--- config.mk ---
export PLATFORM = sky130hd
export DESIGN_NAME = instr_fetch_unit
export DESIGN_NICKNAME = d
export VERILOG_FILES = /design/src/rtl/mips_pkg.sv /design/src/rtl/ifu_prefetch_buf.sv /design/src/rtl/instr_fetch_unit.sv
export SDC_FILE = /design/constraint.sdc
export NUM_CORES = 1
export LEC_CHECK = 0
export CORE_UTILIZATION = 25
export DETAILED_ROUTE_END_ITERATION = 7
export MAX_ROUTING_LAYER = met4
export PLACE_DENSITY = 0.53
export SYNTH_ARGS = -nofsm -noshare
export SYNTH_HDL_FRONTEND = slang
export SYNTH_SLANG_ARGS = --single-unit
--- constraint.sdc ---
create_clock -name clk -period 2.2 [get_ports clk]
set_input_delay 0.44 -clock clk [delete_from_list [all_inputs] [get_ports clk]]
set_output_delay 0.44 -clock clk [all_outputs]
set_load 0.01 [all_outputs]
--- src/rtl/mips_pkg.sv ---
// mips_pkg -- shared definitions for the MIPS core front end.
//   Instruction width, default address width, the opcode values the
//   decode stage recognises, and the state encoding of the fetch FSM.
//   opcode_of() extracts the primary opcode field of an instruction word.
package mips_pkg;

   localparam int INSTR_W    = 32;
   localparam int IFU_ADDR_W = 32;

   localparam logic [5:0] OP_R_FORMAT = 6'd0;
   localparam logic [5:0] OP_J        = 6'd2;
   localparam logic [5:0] OP_JAL      = 6'd3;
   localparam logic [5:0] OP_BEQ      = 6'd4;
   localparam logic [5:0] OP_ADDIU    = 6'd9;
   localparam logic [5:0] OP_LW       = 6'd35;
   localparam logic [5:0] OP_SW       = 6'd43;

   typedef enum logic [1:0] {
      IFU_IDLE    = 2'd0,
      IFU_FETCH   = 2'd1,
      IFU_HOLD    = 2'd2,
      IFU_DISCARD = 2'd3
   } ifu_state_t;

   function automatic logic [5:0] opcode_of(input logic [INSTR_W-1:0] w);
      return w[31:26];
   endfunction

endpackage

--- src/rtl/ifu_prefetch_buf.sv ---
// ifu_prefetch_buf -- one-entry holding register for a prefetched
//   instruction word and its address. Only present when the build defines
//   IFU_PREFETCH_EN; otherwise this file contributes nothing.
// Ports:
//   clk, rst_n          clock, asynchronous active-low reset
//   load                capture load_data/load_pc, entry becomes valid
//   pop                 entry consumed, becomes empty
//   flush               empty the entry (takes priority over load/pop)
//   load_data, load_pc  word and its address to capture
//   valid, data, pc     current entry
`ifdef IFU_PREFETCH_EN
module ifu_prefetch_buf
   import mips_pkg::*;
#(
   parameter int unsigned ADDR_W = IFU_ADDR_W
) (
   input  logic               clk,
   input  logic               rst_n,
   input  logic               load,
   input  logic               pop,
   input  logic               flush,
   input  logic [INSTR_W-1:0] load_data,
   input  logic [ADDR_W-1:0]  load_pc,
   output logic               valid,
   output logic [INSTR_W-1:0] data,
   output logic [ADDR_W-1:0]  pc
);

   always_ff @(posedge clk or negedge rst_n) begin
      if (!rst_n) begin
         valid <= 1'b0;
         data  <= '0;
         pc    <= '0;
      end else if (flush) begin
         valid <= 1'b0;
      end else if (load) begin
         valid <= 1'b1;
         data  <= load_data;
         pc    <= load_pc;
      end else if (pop) begin
         valid <= 1'b0;
      end
   end

endmodule
`endif

--- src/rtl/instr_fetch_unit.sv ---
// instr_fetch_unit -- sequential instruction fetch front end.
//   Holds the PC, fetches words over a req/ack instruction-memory port and
//   presents them downstream with a valid/ready handshake. Redirects from
//   the datapath (taken branch, J, JAL) replace the PC; misaligned targets
//   are forced to a word boundary and flagged with misalign_err.
//   Optional build macro IFU_PREFETCH_EN adds a one-entry prefetch buffer
//   so the next word is fetched while the current one is held.
// Ports:
//   clk, rst_n                  clock, asynchronous active-low reset
//   imem_req, imem_addr         fetch request and word address
//   imem_ack, imem_rdata        one-cycle acknowledge with data
//   instr_valid, instr_ready    downstream handshake
//   instr, opcode               fetched word and its [31:26] field
//   instr_pc, instr_pc4         address of instr and address + 4
//   redirect_en, redirect_pc    PC redirect from the datapath
//   misalign_err                one-cycle pulse for a misaligned redirect
module instr_fetch_unit
   import mips_pkg::*;
#(
   parameter int unsigned       ADDR_W   = IFU_ADDR_W,
   parameter logic [ADDR_W-1:0] RESET_PC = '0
) (
   input  logic               clk,
   input  logic               rst_n,
   output logic               imem_req,
   output logic [ADDR_W-1:0]  imem_addr,
   input  logic               imem_ack,
   input  logic [INSTR_W-1:0] imem_rdata,
   output logic               instr_valid,
   input  logic               instr_ready,
   output logic [INSTR_W-1:0] instr,
   output logic [5:0]         opcode,
   output logic [ADDR_W-1:0]  instr_pc,
   output logic [ADDR_W-1:0]  instr_pc4,
   input  logic               redirect_en,
   input  logic [ADDR_W-1:0]  redirect_pc,
   output logic               misalign_err
);

   ifu_state_t         state, state_nxt;
   logic [ADDR_W-1:0]  pc, pc_nxt;
   // Address of a request that must complete after a redirect moved pc away.
   logic [ADDR_W-1:0]  disc_addr, disc_addr_nxt;
   logic [ADDR_W-1:0]  redir_pc;
   logic [ADDR_W-1:0]  pc_inc;
   logic               handshake;
   logic               out_load;
   logic [INSTR_W-1:0] out_data;
   logic [ADDR_W-1:0]  out_pc;

   assign redir_pc    = {redirect_pc[ADDR_W-1:2], 2'b00};
   assign pc_inc      = pc + ADDR_W'(4);
   assign instr_valid = (state == IFU_HOLD);
   assign handshake   = instr_valid & instr_ready;
   assign opcode      = opcode_of(instr);

`ifdef IFU_PREFETCH_EN
   logic               buf_load, buf_pop, buf_flush, buf_valid;
   logic [INSTR_W-1:0] buf_data;
   logic [ADDR_W-1:0]  buf_pc;

   ifu_prefetch_buf #(.ADDR_W(ADDR_W)) u_prefetch_buf (
      .clk       (clk),
      .rst_n     (rst_n),
      .load      (buf_load),
      .pop       (buf_pop),
      .flush     (buf_flush),
      .load_data (imem_rdata),
      .load_pc   (pc),
      .valid     (buf_valid),
      .data      (buf_data),
      .pc        (buf_pc)
   );
`endif

   always_comb begin
      state_nxt     = state;
      pc_nxt        = pc;
      disc_addr_nxt = disc_addr;
      out_load      = 1'b0;
      out_data      = imem_rdata;
      out_pc        = pc;
      imem_req      = 1'b0;
      imem_addr     = pc;
`ifdef IFU_PREFETCH_EN
      buf_load      = 1'b0;
      buf_pop       = 1'b0;
      buf_flush     = 1'b0;
`endif
      unique case (state)
         IFU_IDLE: begin
            if (redirect_en) pc_nxt = redir_pc;
            state_nxt = IFU_FETCH;
         end
         IFU_FETCH: begin
            imem_req = 1'b1;
            if (redirect_en) begin
               // The request for the old pc must still be completed.
               pc_nxt        = redir_pc;
               disc_addr_nxt = pc;
               state_nxt     = imem_ack ? IFU_FETCH : IFU_DISCARD;
            end else if (imem_ack) begin
               out_load  = 1'b1;
               pc_nxt    = pc_inc;
               state_nxt = IFU_HOLD;
            end
         end
         IFU_HOLD: begin
`ifdef IFU_PREFETCH_EN
            imem_req = ~buf_valid;
            if (redirect_en) begin
               pc_nxt    = redir_pc;
               buf_flush = 1'b1;
               if (imem_req && !imem_ack) begin
                  disc_addr_nxt = pc;
                  state_nxt     = IFU_DISCARD;
               end else begin
                  state_nxt = IFU_FETCH;
               end
            end else if (handshake) begin
               if (buf_valid) begin
                  out_load = 1'b1;
                  out_data = buf_data;
                  out_pc   = buf_pc;
                  buf_pop  = 1'b1;
               end else if (imem_ack) begin
                  // Word arrives as the current one leaves: present it directly.
                  out_load = 1'b1;
                  pc_nxt   = pc_inc;
               end else begin
                  // Request (if any) stays outstanding with the same address.
                  state_nxt = IFU_FETCH;
               end
            end else if (imem_req && imem_ack) begin
               buf_load = 1'b1;
               pc_nxt   = pc_inc;
            end
`else
            if (redirect_en) begin
               pc_nxt    = redir_pc;
               state_nxt = IFU_FETCH;
            end else if (handshake) begin
               state_nxt = IFU_FETCH;
            end
`endif
         end
         IFU_DISCARD: begin
            imem_req  = 1'b1;
            imem_addr = disc_addr;
            if (redirect_en) pc_nxt = redir_pc;
            if (imem_ack) state_nxt = IFU_FETCH;
         end
      endcase
   end

   always_ff @(posedge clk or negedge rst_n) begin
      if (!rst_n) begin
         state        <= IFU_IDLE;
         pc           <= RESET_PC;
         disc_addr    <= '0;
         instr        <= '0;
         instr_pc     <= '0;
         instr_pc4    <= '0;
         misalign_err <= 1'b0;
      end else begin
         state        <= state_nxt;
         pc           <= pc_nxt;
         disc_addr    <= disc_addr_nxt;
         misalign_err <= redirect_en & (|redirect_pc[1:0]);
         if (out_load) begin
            instr     <= out_data;
            instr_pc  <= out_pc;
            instr_pc4 <= out_pc + ADDR_W'(4);
         end
      end
   end

endmodule

* After elaboration in Yosys (flattened, before gate mapping)
Cells that the tools add are included.
Storage, ports and cells: ROM bits 0, bits of input ports 69, output and inout bits 137, register bits after elaboration 163, RAM bits 0, memories 0, word-level logic and storage cells 40, latch bits 0
Cells by class: $lt $le $gt $ge 0, multiplexer cells 16, $mul 0, divide/modulo/power cells 0, shift operators 0, equal/unequal tests 7, bitwise logic cells 2, $add $sub $neg 1, reduce and logical (&&, ||, !) cells 7
Operators with widths (count):
- 2-to-1 mux 32 bit | 4
- case mux 32 bit (2 select lines) | 1
- adder 32 x 3 -> 32 bit, second input constant | 1
- 2-to-1 mux 2 bit | 6
- case mux 2 bit (4 select lines) | 1
- equality test 2 bit, second input constant | 2
- 2-to-1 mux 1 bit | 4
- AND reduction 2 bit | 2
- OR reduction 2 bit | 2
- inequality test 3 x 1 -> 1 bit, second input constant | 1
- inequality test 3 bit, second input constant | 1
- AND reduction 3 bit | 1
- OR reduction 3 bit | 1
- AND 1 bit | 2
- equality test 2 x 1 -> 1 bit, second input constant | 1
- logical NOT 2 bit | 1
- inequality test 2 x 1 -> 1 bit, second input constant | 1
- inequality test 2 bit, second input constant | 1

* Depth between registers and ports, before layout
depth after elaboration 5, gate-level depth with buffers 8, depth with buffers taken out 5

* Least setup slack after synthesis
OpenSTA, ideal clock, no wires.
path kind register to register, from register pc[2], in the netlist out_pc[2], to register pc[26], in the netlist out_pc[26], path slack -4 ps, data arrival time 2122 ps, clock period less this slack 2204 ps, data required time 2118 ps, cell stages (with the launch flop) 7, buffers on the path 1, path through dfrtp_1 > ha_1 > nand3_1 > or4_1 > clkbuf_1 > or4_1 > a31oi_1
On the way: word-level cells in the longest chain between the ends 4
Ends and longest elaborated chain:
- start, declared | line instr_fetch_unit.sv:41 | logic [ADDR_W-1:0] pc, pc_nxt;
- start signal, assigned | line instr_fetch_unit.sv:167 | pc <= pc_nxt;
- adder 32 x 3 -> 32 bit | line instr_fetch_unit.sv:52 | assign pc_inc = pc + ADDR_W'(4);
- 2-to-1 mux 32 bit | line instr_fetch_unit.sv:102 | end else if (imem_ack) begin
- 2-to-1 mux 32 bit | line instr_fetch_unit.sv:97 | if (redirect_en) begin
- case mux 32 bit (2 select lines) | line instr_fetch_unit.sv:90 | unique case (state)
Every way passes these cells. The select of a mux whose other input is x is not followed. A chain may end at the register's enable or synchronous reset.

* Worst setup path in the final report
from register state[1], to output port imem_addr[31]
On the way: word-level cells in the longest chain between the ends 2
Ends and longest elaborated chain:
- start, declared | line instr_fetch_unit.sv:40 | ifu_state_t state, state_nxt;
- start signal, assigned | line instr_fetch_unit.sv:166 | state <= state_nxt;
- equality test 2 bit | line instr_fetch_unit.sv:90
- 2-to-1 mux 32 bit | line instr_fetch_unit.sv:90
- end, declared | line instr_fetch_unit.sv:26 | output logic [ADDR_W-1:0] imem_addr,
Every way passes these cells.

==> flow_metrics.env <==
export IMPL_outcome="complete, no violations"
export IMPL_core_um2=28900
export IMPL_syn_inst=789
export IMPL_grt_start_max_net_pins=52
export IMPL_dr_pass1_iters=4
export IMPL_fp_dieW_um=174
export IMPL_die_area_um2=30400
export IMPL_cts_buffers_inserted=17
export IMPL_min_from="instr_pc[18]$_DFFE_PN0P_"
export IMPL_seqCellArea_um2=3880
export IMPL_clockBufferDepth=2
export IMPL_irDropWorstVdd_mv=0.556
export IMPL_grt_antenna_before_repair=0
export IMPL_maxCapViolations=0
export IMPL_ant_nets=0
export IMPL_io_buffers=199
export IMPL_synth_common_cells="nand2_1, dfrtp_1, mux2_2"
export IMPL_rows=62
export IMPL_worstPathRequired_ns=1.76
export IMPL_vias_per_cell=4.53
export IMPL_grt_pass1_wl_mm=36.8
export IMPL_cp_top_family="flip-flops"
export IMPL_ios=206
export IMPL_fin_util_pct=37.2
export IMPL_yosysMostFrequentCell="nand2_1"
export IMPL_vias=6369
export IMPL_worstPathCellList="nand2_4 -> buf_12 -> buf_4 -> mux2_2 -> buf_2"
export IMPL_slew_viol_final=0
export IMPL_final_net_count=1078
export IMPL_tightest_slew_ns=0.540
export IMPL_power_density_nw_per_um2=983
export IMPL_cts_clk_slew_worst_paths_ns=0.06
export IMPL_crit_path_max_fanout=5
export IMPL_worst_path_max_delay_cell="dfrtp_1"
export IMPL_clockRootBuffer="clkbuf_16"
export IMPL_grt_ovfl_total=0
export IMPL_synth_edf_count=0
export IMPL_crit_cells=5
export IMPL_diodes=0
export IMPL_drcViolationCount=0
export IMPL_synthArstFlopShare_pct=100
export IMPL_max_slew_margin_pct=64.0
export IMPL_syn_to_final_growth_pct=45.1
export IMPL_fin_setup_tns_ns=0
export IMPL_synth_ff_type="dfrtp_1"
export IMPL_rsz0062_at_grt="yes"
export IMPL_synth_seq_area_share_pct=52.2
export IMPL_finalCriticalPeriod_ns=2.14
export IMPL_crit_buf_inv=3
export IMPL_critPathLaunchType="flip-flop"
export IMPL_dp_hpwl_mm=16.7
export IMPL_track_usage_pct=16.2
export IMPL_drtIter0Drc=393
export IMPL_setup_viol=0
export IMPL_ys_types=41
export IMPL_drt_total_wl_mm=23.1
export IMPL_synth_top_area_share_pct=52.2
export IMPL_yosys_warnings=0
export IMPL_avgRoutedWirePerCell_um=16.5
export IMPL_power_leakage_nw=4.61
export IMPL_end_kind="output port"
export IMPL_postSynthAreaPerCell_um2=9.41
export IMPL_htreeDepth=4
export IMPL_finClkSkew_ns=0.00753
export IMPL_max_freq_mhz=467
export IMPL_synth_area_top_cells="dfrtp_1, nand2_1, mux2_2, or4_1, o21ai_0"
export IMPL_holdPathStages=2
export IMPL_syn_area_um2=7430
export IMPL_synth_seq_cells=155
export IMPL_fin_crit_sh_pct=97.4
export IMPL_multi_input_area_um2=3210
export IMPL_min_path_type="flip-flop to flip-flop"
export IMPL_yosysTopAreaCell="dfrtp_1"
export IMPL_final_layout_size_suffix_gt1_share_pct=19.3
export IMPL_initial_utilization_pct=25.7
export IMPL_cp_arrival_ns=1.70
export IMPL_fillers=2946
export IMPL_cts_tree="yes"
export IMPL_worst_path_largest_cell_delay_ns=0.41
export IMPL_reg2reg_depth=6
export IMPL_cts_sinks=155
export IMPL_crit_start="state[1]$_DFFE_PN0P_"
export IMPL_path_class="flip-flop to output port"
export IMPL_hold_slack_ns=0.469
export IMPL_worstReg2RegStart="out_pc[2]$_DFFE_PN0P_"
export IMPL_clk_latency_ns=0.42
export IMPL_gp_congestion=0.790
export IMPL_r2r_slack_ns=0.07
export IMPL_die_y_um=174
export IMPL_hold_violations=0
export IMPL_grt_pass1_vias=6302
state kept, by name (all words and copies together), names as in the netlist:
| register | cells |
|---|---|
| instr | 32 |
| disc_addr | 30 |
| instr_pc4 | 30 |
| instr_pc | 30 |
| out_pc | 30 |
| state | 2 |
| misalign_err | 1 |
cell families after synthesis:
family,after synthesis,synth area share (%)
AO/OA/AOI/OAI,94,7.87
XOR/XNOR,23,2.71
adder cells (fa/ha/maj),1,0.168
buffers and inverters,82,5.29
flip-flops,155,52.2
multiplexers,60,9.08
other,1,0.0505
AND/OR/NAND/NOR,373,22.6
path summary, 6_finish.rpt:
kind	to
min in group asynchronous	disc_addr[23]$_DFFE_PN0P_
max in group asynchronous	out_pc[17]$_DFFE_PN0P_
setup / recovery	imem_addr[31]
hold reg to reg	instr_pc[18]$_DFFE_PN0P_
setup reg to reg	out_pc[26]$_DFFE_PN0P_
hold / removal	instr_pc[18]$_DFFE_PN0P_
power by group:
part,internal (W),switching [W]
Clock,0.00169,0.00120
Sequential,0.00362,0.000457
Combinational,0.00201,0.00163
routing by layer:
metal	global-route usage, %	vias to the layer above	part of all wire, %
met3	3.24	16	5.0
met5	-	-	0
met1	22.3	3055	49
met4	4.90	0	1.6
li1	-	3124	-
met2	23.7	174	45
stage by stage:
stage / setup slack, ns / total power (W) / std cells / cell area [µm²]
6_report: 0.0583 / 0.0106 / 1405 / 10800
4_1_cts: -0.0895 / 0.0107 / 1404 / 10700
3_5_place_dp: -0.194 / 0.00783 / 1364 / 10100
5_1_grt: -0.0189 / 0.0112 / 1405 / 10800
3_3_place_gp: -0.156 / 0.00779 / 1364 / 10100
2_1_floorplan: 0.0328 / 0.00564 / 794 / 7450
timing repair:
item                                    in CTS  in global routing
hold buffers                                 1                  0
resized for setup                           98                 18
cloned                                       2                  0
hold endpoints to repair                    28                  0
pin swaps                                    1                  2
buffers inserted                             5                  1
endpoints found under the setup margin      34                 20
tightest hold or removal path, cell delays in order (launching register included):
cell     delay [ns]
dfrtp_1        0.33
nand2_1        0.05
nand2_1        0.05
area by class of cell:
class                   count  share of cell area (%)
inverters                   2                  0.0697
clock buffers              20                    4.14
flip-flops and latches    155                    36.0
multi-input cells         557                    29.8
repair buffers            275                    24.3
clock inverters            12                    1.15
well taps                 384                    4.46
placed cells by master (no fill, tap or decap), types with 6 or more instances in the layout:
cell type / n
a31oi_1: 26
and4_1: 6
buf_12: 9
buf_2: 20
buf_4: 61
clkbuf_16: 17
clkdlybuf4s15_1: 8
clkdlybuf4s50_1: 167
conb_1: 6
dfrtp_1: 153
mux2_2: 59
nand2_1: 239
nand3_1: 18
nand4_1: 9
nor2_1: 35
o21ai_0: 37
o31ai_1: 20
or3_1: 10
or4_1: 26
xnor2_1: 16
xor2_1: 7
No activity file was read; power rests on OpenSTA's default activity.
